--- src/rtl/decoder_pulse_seq.sv ---
// decoder_pulse_seq
//   Registered 3-to-8 one-hot decoder with a valid/ready input handshake.
//   Each accepted CODE drives a one-hot DATA pulse for PULSE_LEN cycles,
//   followed by a GAP_LEN-cycle guard gap with DATA at zero, before
//   CODE_READY reasserts. Codes offered while busy are dropped and counted.
//
//   Optional feature: define DECODER_PULSE_PARITY_EN to add CODE_PAR/PAR_ERR.
//   An accept then also requires odd parity over {CODE, CODE_PAR}. With even
//   parity no pulse is started and PAR_ERR pulses for one cycle.
//
// Ports:
//   CLK         in   rising-edge clock
//   RST_N       in   synchronous active-low reset
//   CODE[2:0]   in   binary code to decode
//   CODE_VALID  in   CODE is valid this cycle
//   CODE_PAR    in   parity bit for CODE (DECODER_PULSE_PARITY_EN only)
//   CODE_READY  out  block accepts CODE at this edge (registered)
//   DATA[7:0]   out  one-hot decoded output, zero when idle
//   DATA_VALID  out  high while DATA carries a pulse
//   DROP        out  one-cycle pulse: CODE_VALID seen while not ready
//   PAR_ERR     out  one-cycle parity error pulse (DECODER_PULSE_PARITY_EN only)
//   DROP_CNT    out  saturating count of dropped codes
module decoder_pulse_seq #(
  parameter int unsigned PULSE_LEN = 4,
  parameter int unsigned GAP_LEN   = 1
) (
  input  logic       CLK,
  input  logic       RST_N,
  input  logic [2:0] CODE,
  input  logic       CODE_VALID,
`ifdef DECODER_PULSE_PARITY_EN
  input  logic       CODE_PAR,
  output logic       PAR_ERR,
`endif
  output logic       CODE_READY,
  output logic [7:0] DATA,
  output logic       DATA_VALID,
  output logic       DROP,
  output logic [7:0] DROP_CNT
);

  typedef enum logic [1:0] {
    IDLE,
    DRIVE,
    GAP
  } state_e;

  localparam logic [7:0] PULSE_RELOAD = 8'(PULSE_LEN - 1);
  localparam logic [7:0] GAP_RELOAD   = 8'(GAP_LEN - 1);

  state_e     state_q, state_d;
  logic [7:0] cnt_q, cnt_d;
  logic [7:0] data_q, data_d;
  logic       dv_q, dv_d;
  logic       ready_q, ready_d;
  logic       drop_q, drop_d;
  logic [7:0] dcnt_q, dcnt_d;
  logic       par_ok;

`ifdef DECODER_PULSE_PARITY_EN
  logic       parerr_q, parerr_d;
  assign par_ok  = ^{CODE, CODE_PAR};
  assign PAR_ERR = parerr_q;
`else
  assign par_ok  = 1'b1;
`endif

  always_comb begin
    state_d = state_q;
    cnt_d   = cnt_q;
    data_d  = data_q;
    dv_d    = dv_q;
    ready_d = ready_q;
    drop_d  = CODE_VALID & ~ready_q;
    dcnt_d  = (drop_d && (dcnt_q != 8'hFF)) ? dcnt_q + 8'd1 : dcnt_q;
`ifdef DECODER_PULSE_PARITY_EN
    parerr_d = 1'b0;
`endif

    unique case (state_q)
      IDLE: begin
        // Ready is raised here so the first edge after reset release arms it.
        ready_d = 1'b1;
        if (CODE_VALID && ready_q) begin
          if (par_ok) begin
            data_d  = 8'h01 << CODE;
            dv_d    = 1'b1;
            ready_d = 1'b0;
            cnt_d   = PULSE_RELOAD;
            state_d = DRIVE;
          end else begin
`ifdef DECODER_PULSE_PARITY_EN
            parerr_d = 1'b1;
`endif
          end
        end
      end
      DRIVE: begin
        if (cnt_q == '0) begin
          data_d = '0;
          dv_d   = 1'b0;
          if (GAP_LEN == 0) begin
            ready_d = 1'b1;
            state_d = IDLE;
          end else begin
            cnt_d   = GAP_RELOAD;
            state_d = GAP;
          end
        end else begin
          cnt_d = cnt_q - 8'd1;
        end
      end
      GAP: begin
        if (cnt_q == '0) begin
          ready_d = 1'b1;
          state_d = IDLE;
        end else begin
          cnt_d = cnt_q - 8'd1;
        end
      end
      default: begin
        state_d = IDLE;
      end
    endcase
  end

  always_ff @(posedge CLK) begin
    if (!RST_N) begin
      state_q <= IDLE;
      cnt_q   <= '0;
      data_q  <= '0;
      dv_q    <= 1'b0;
      ready_q <= 1'b0;
      drop_q  <= 1'b0;
      dcnt_q  <= '0;
`ifdef DECODER_PULSE_PARITY_EN
      parerr_q <= 1'b0;
`endif
    end else begin
      state_q <= state_d;
      cnt_q   <= cnt_d;
      data_q  <= data_d;
      dv_q    <= dv_d;
      ready_q <= ready_d;
      drop_q  <= drop_d;
      dcnt_q  <= dcnt_d;
`ifdef DECODER_PULSE_PARITY_EN
      parerr_q <= parerr_d;
`endif
    end
  end

  assign CODE_READY = ready_q;
  assign DATA       = data_q;
  assign DATA_VALID = dv_q;
  assign DROP       = drop_q;
  assign DROP_CNT   = dcnt_q;

endmodule

--- config.mk ---
export PLATFORM = sky130hd
export DESIGN_NAME = decoder_pulse_seq
export DESIGN_NICKNAME = d
export VERILOG_FILES = /design/src/rtl/decoder_pulse_seq.sv
export SDC_FILE = /design/constraint.sdc
export NUM_CORES = 1
export LEC_CHECK = 0
export CORE_UTILIZATION = 58
export CTS_BUF_LIST = sky130_fd_sc_hd__clkbuf_8
export CTS_CLUSTER_DIAMETER = 40
export DETAILED_ROUTE_END_ITERATION = 12
export GPL_ROUTABILITY_DRIVEN = 0
export PLACE_DENSITY = 0.95
export SLEW_MARGIN = 20
export SYNTH_ARGS = -nofsm -noshare
export SYNTH_HDL_FRONTEND = slang
export SYNTH_SLANG_ARGS = --single-unit
--- constraint.sdc ---
create_clock -name CLK -period 4.2 [get_ports CLK]
set_input_delay 0.63 -clock CLK [delete_from_list [all_inputs] [get_ports CLK]]
set_output_delay 0.63 -clock CLK [all_outputs]
set_load 0.03 [all_outputs]
==> results.json, run 1 <==
{
  "dpl_worst_slack_ns": 1.48,
  "setup_tns_ns": 0,
  "drive_gt1_share_pct": 6.00,
  "slew_headroom_pct": 26.1,
  "finalWorstSetupSlack_ns": 1.67,
  "vias": 1439,
  "yosysWarnings": 0,
  "endpoint_kind": "flip-flop",
  "io_buffer_count": 24,
  "clk_path_buf_depth": 2,
  "rsz0062_at_grt": "no",
  "fmax_ghz": 0.395,
  "final_cell_area_sq_mm": 0.00181,
  "leakagePower_nw": 0.672,
  "syn_area_sq_mm": 0.00144,
  "grt_first_pass_wirelength_mm": 5.41,
  "first_global_vias": 1218,
  "cts_tree": "yes",
  "cts_hold_buf": 0,
  "grt-ovfl-total": 0,
  "fin_crit_ns": 2.53,
  "r2r-end": "cnt_q[7]",
  "r2r_setup_slack_ns": 1.80,
  "clkSlewWorstSetupHoldPaths_ns": 0.06,
  "synth_commonest_cells": "dfxtp_1 (29), a21oi_1 (21), o21ai_0 (20)",
  "dp.cells": 220,
  "start_kind": "input port",
  "grtUsageTotal_pct": 27.5,
  "cp.arrival_ns": 2.74,
  "skew_ns": 0.00188,
  "cts_root_buf": "clkbuf_8",
  "synth_area_leaders": "dfxtp_1 (40%), a21oi_1 (7.3%), o21ai_0 (7.0%), ha_1 (6.1%), nor2_1 (3.1%)",
  "ir_drop_v": 0.000544,
  "ios": 25,
  "cts_buffers": 5,
  "h-tree-depth": 2,
  "drtAntennaViolNets": 0,
  "drt-total-wl_mm": 3.31,
  "core_sq_mm": 0.00228,
  "grt_max_degree": 21,
  "worst_slew_pin_slew_ns": 1.11,
  "dieHeight_microns": 51.8,
  "synth_top_area_share_pct": 40.3,
  "drt-initial-drc-count": 49,
  "fin_util_pct": 79.3,
  "post_dp_cell_area_sq_mm": 0.00170,
  "yosysSeqAreaShare_pct": 40.3,
  "ys_async_sr_fraction_pct": 0,
  "outcome": "complete, no violations",
  "cts_resized": 0,
  "period_share_pct": 60.2,
  "drv_slew": 0,
  "synth.most_common_cell": "dfxtp_1",
  "setup_violations": 0,
  "path_class": "in2reg",
  "clock_latency_ns": 0.28,
  "reg2reg_depth": 6,
  "synth_area_leader_cell": "dfxtp_1",
  "crit_fanout": 17,
  "nFillCells": 147,
  "routedWlPerCell_microns": 14.5,
  "grt_antenna_before_repair": 0,
  "post_cts_buffers": 0,
  "stdcell_count": 228,
  "initial_core_util_pct": 63.3,
  "nets": 212,
  "areaGrowthSynthToFinish_pct": 25.4,
  "yosys_most_used_dff": "dfxtp_1",
  "synth_edf_count": 0,
  "r2r_start": "state_q[0]",
  "dp_hpwl_mm": 2.24,
  "hp-class": "reg2reg",
  "synth-seq-cells": 29,
  "powerDensity_mw_per_mm2": 696,
  "avgViaCountPerCell": 6.31,
  "hold_viol": 0,
  "startpoint": "CODE_VALID",
  "dr.pass1.iters": 4,
  "cp-endpoint": "cnt_q[7]",
  "ys_types": 38,
  "cts_sinks": 29,
  "syn-mean-instance-area_sq_um": 8.42,
  "maxCapViolations": 0,
  "synthesis.nets": 184,
  "syn_inst": 171,
  "rows": 17,
  "die-area_sq_mm": 0.00269,
  "die_x_microns": 51.8,
  "diodes": 0,
  "worstPathRequired_ns": 4.41,
  "route.detailed.drc": 0
}
power breakdown:
part | switching [mW] | internal (mW)
clock network | 0.107 | 0.148
logic | 0.367 | 0.242
registers | 0.0606 | 0.332
through the flow:
stage | total power [mW] | hold WS (ns)
global placement | 0.959 | 0.461
finish | 1.26 | 0.484
detailed placement | 0.989 | 0.468
global route | 1.35 | 0.515
floorplan | 0.844 | 0.469
CTS | 1.25 | 0.486
cell type report:
cell class                      count  area, sq um  share of cell area, %
Clock buffer                        7         96.3                   5.34
Clock inverter                      1         5.00                  0.277
Inverter                            8         30.0                   1.66
Multi-Input combinational cell    131          818                   45.3
Sequential cell                    29          581                   32.2
Tap cell                           28         35.0                   1.94
Timing Repair Buffer               24          240                   13.3
worst max-delay path, stage by stage:
cell and delay, ns:
clkdlybuf4s50_1 0.48, a21boi_1 0.90, nor2_1 0.14, a221o_1 0.43, a21oi_1 0.14
cells by family after synthesis:
family	after synthesis	share of synthesized area, %
fa+ha+maj	7	6.08
buf+inv	11	2.87
flops	29	40.3
mux	1	0.695
simple gates	60	23.6
compound gates	59	24.0
xor+xnor	4	2.43
flip-flops by register name (all words and copies together), names as in the netlist:
signal / count
state_q: 2
DATA: 8
CODE_READY: 1
cnt_q: 8
DROP: 1
DROP_CNT: 8
DATA_VALID: 1
metal layers:
layer  GRT usage, %  up-vias  wire length (microns)
li1               -      688                      -
met4           14.0        0                     76
met5              0        -                      0
met1           34.6      662                   1450
met3           7.60        9                    281
met2           42.5       80                   1510
worst min path at each step:
| stage | cells after the start | slack [ns] | endpoint | start |
|---|---|---|---|---|
| after floorplan | 2 | 0.47 | cnt_q[5] | cnt_q[5] |
| after global placement | 2 | 0.46 | DATA[2] | DATA[2] |
| after detailed placement | 2 | 0.47 | DATA[2] | DATA[2] |
| after CTS | 2 | 0.49 | DATA[3] | DATA[3] |
| after global routing | 2 | 0.52 | DATA[2] | DATA[2] |
| final | 2 | 0.48 | DATA[3] | DATA[3] |
cells in the final DEF, fill, tap and decap left out, drive strengths merged:
cell type      netlist  final
a211o                2      2
a211oi               3      3
a21boi               1      1
a21o                 1      1
a21oi               21     21
a221o                1      1
a31oi                3      3
and3                 2      2
and4                 1      1
clkbuf               2      7
clkdlybuf4s50        0     24
clkinv               0      1
dfxtp               29     29
ha                   7      7
inv                  8      8
mux2i                1      1
nand2               10     10
nand2b               1      1
nand3                6      6
nand4                2      2
nand4b               2      2
nor2                12     12
nor2b                5      5
nor3                 2      2
nor3b                2      2
nor4                 2      2
nor4bb               1      1
o211ai               1      1
o21a                 2      2
o21ai               20     20
o221a                1      1
o31ai                3      3
or2                  1      1
or3                  5      5
or4                  5      5
or4b                 1      1
xnor2                2      2
xor2                 2      2
No activity file was read; power rests on OpenSTA's default activity.
==> run 2, diff against run 1 <==
--- a/config.mk
+++ b/config.mk
@@ -5,12 +5,12 @@
 export SDC_FILE = /design/constraint.sdc
 export NUM_CORES = 1
 export LEC_CHECK = 0
-export CORE_UTILIZATION = 58
+export CORE_UTILIZATION = 54
 export CTS_BUF_LIST = sky130_fd_sc_hd__clkbuf_8
 export CTS_CLUSTER_DIAMETER = 40
 export DETAILED_ROUTE_END_ITERATION = 12
 export GPL_ROUTABILITY_DRIVEN = 0
-export PLACE_DENSITY = 0.95
+export PLACE_DENSITY = 0.91
 export SLEW_MARGIN = 20
 export SYNTH_ARGS = -nofsm -noshare
 export SYNTH_HDL_FRONTEND = slang
==> constraint.sdc (replaced) <==
create_clock -name CLK -period 2.4 [get_ports CLK]
set_input_delay 0.36 -clock CLK [delete_from_list [all_inputs] [get_ports CLK]]
set_output_delay 0.36 -clock CLK [all_outputs]
set_load 0.03 [all_outputs]
==> run 2 against run 1 <==
Final area is 0.55% higher. First-iteration DRC count grew 47%. Clock-buffer cell count shrank 1. Register-to-register slack got worse by 1.6 ns.
==> results.json, run 2 (synthesis results as in run 1) <==
{
  "hp-class": "reg2reg",
  "fin_util_pct": 72.6,
  "finalWorstSetupSlack_ns": 0.163,
  "nFillCells": 180,
  "slowest_stage": "or4b_2",
  "dp_hpwl_mm": 2.60,
  "areaGrowthSynthToFinish_pct": 26.1,
  "ir_drop_v": 0.00100,
  "grt-ovfl-total": 0,
  "dp.cells": 225,
  "fin_crit_ns": 2.24,
  "path_class": "reg2reg",
  "slew_headroom_pct": 54.9,
  "dieHeight_microns": 53.6,
  "final_common_cell": "dfxtp_1",
  "drt-initial-drc-count": 72,
  "io_buffer_count": 24,
  "drt-total-wl_mm": 3.73,
  "rows": 18,
  "maxCapViolations": 0,
  "stdcell_count": 232,
  "post_dp_cell_area_sq_mm": 0.00173,
  "worst_slew_pin_slew_ns": 0.675,
  "dr_wl_met3_microns": 233,
  "clock_latency_ns": 0.28,
  "worstPathRequired_ns": 2.57,
  "crit_fanout": 8,
  "grt_antenna_before_repair": 0,
  "dr.pass1.iters": 4,
  "cp_num_buf_inv": 1,
  "die-area_sq_mm": 0.00288,
  "grtUsageTotal_pct": 30.6,
  "rsz0062_at_grt": "no",
  "vias": 1455,
  "drive_gt1_share_pct": 6.44,
  "setup_violations": 0,
  "outcome": "complete, no violations",
  "cp.arrival_ns": 2.40,
  "clkSlewWorstSetupHoldPaths_ns": 0.06,
  "first_global_vias": 1330,
  "wl_met1_mm": 1.50,
  "dpl_worst_slack_ns": 0.207,
  "post_cts_buffers": 0,
  "cts_hold_buf": 0,
  "cts_sinks": 29,
  "final_cell_area_sq_mm": 0.00182,
  "cts_root_buf": "clkbuf_8",
  "p_total_mw": 2.23,
  "route.detailed.drc": 0,
  "hold_viol": 0,
  "cp_top_family": "compound AO/OA/AOI/OAI gates",
  "highest_layer": "met4",
  "cts_resized": 0,
  "start_kind": "flip-flop",
  "whs_ns": 0.475,
  "crit_chain": "inv_1 > ha_1 > or4b_2 > o21ai_0 > a221o_1 > a21oi_1",
  "routedWlPerCell_microns": 16.1,
  "fmax_ghz": 0.447,
  "h-tree-depth": 2,
  "powerDensity_mw_per_mm2": 1230,
  "leakagePower_nw": 0.681,
  "endpoint_kind": "flip-flop",
  "wl_met2_mm": 1.89,
  "grt_max_degree": 20,
  "cts_buffers": 5,
  "drv_slew": 0,
  "skew_ns": 0.00609,
  "core_sq_mm": 0.00250,
  "drtAntennaViolNets": 0,
  "cts_tree": "yes",
  "avgViaCountPerCell": 6.27,
  "setup_tns_ns": 0,
  "initial_core_util_pct": 57.6,
  "final_cell_mix": "dfxtp_1 (29), clkdlybuf4s50_1 (24), a21oi_1 (21), o21ai_0 (20), nor2_1 (12)",
  "nets": 215,
  "period_share_pct": 93.2,
  "cpPeakStageDelay_ns": 0.62,
  "clk_path_buf_depth": 2,
  "grt_first_pass_wirelength_mm": 6.10,
  "diodes": 0,
  "ios": 25,
  "die_x_microns": 53.6
}
-- run 2: cell count changes in the layout (fill, tap and decap cells not counted), sizes merged --
cell	change
inv	+1
clkinv	-1
buf	+3
clkbuf	-1
-- run 2: worst paths after layout --
| path | startpoint | slack, ns | cells after the start | to |
|---|---|---|---|---|
| min reg2reg | DATA[1] | 0.47 | 2 | DATA[1] |
| max reg2reg | state_q[0] | 0.16 | 6 | cnt_q[3] |
| min | DATA[1] | 0.47 | 2 | DATA[1] |
| max | state_q[0] | 0.16 | 6 | cnt_q[3] |
-- run 2: layout make-up --
cell class	count	area (sq um)	share of cell area (%)
Clock buffer	6	82.6	4.55
Multi-Input combinational cell	131	818	45.1
Inverter	8	30.0	1.65
Clock inverter	1	3.75	0.207
Tap cell	30	37.5	2.07
Timing Repair Buffer	27	263	14.5
Sequential cell	29	581	32.0
-- run 2: tightest hold or removal path, delay by kind of cell, from the launching register on --
family	cells	cell delay, ns
flip-flops	1	0.30
AO/OA/AOI/OAI	2	0.12
-- run 2: where the power goes --
group          internal [mW]  switching (mW)  total (mW)
sequential             0.582           0.120       0.702
combinational          0.443           0.682        1.13
clock                  0.222           0.176       0.398
-- run 2: metal layers --
| layer | GRT usage (%) | vias to the layer above |
|---|---|---|
| li1 | - | 691 |
| met1 | 34.6 | 675 |
| met2 | 51.9 | 73 |
| met3 | 7.34 | 16 |
| met4 | 18.0 | 0 |
| met5 | 0 | - |
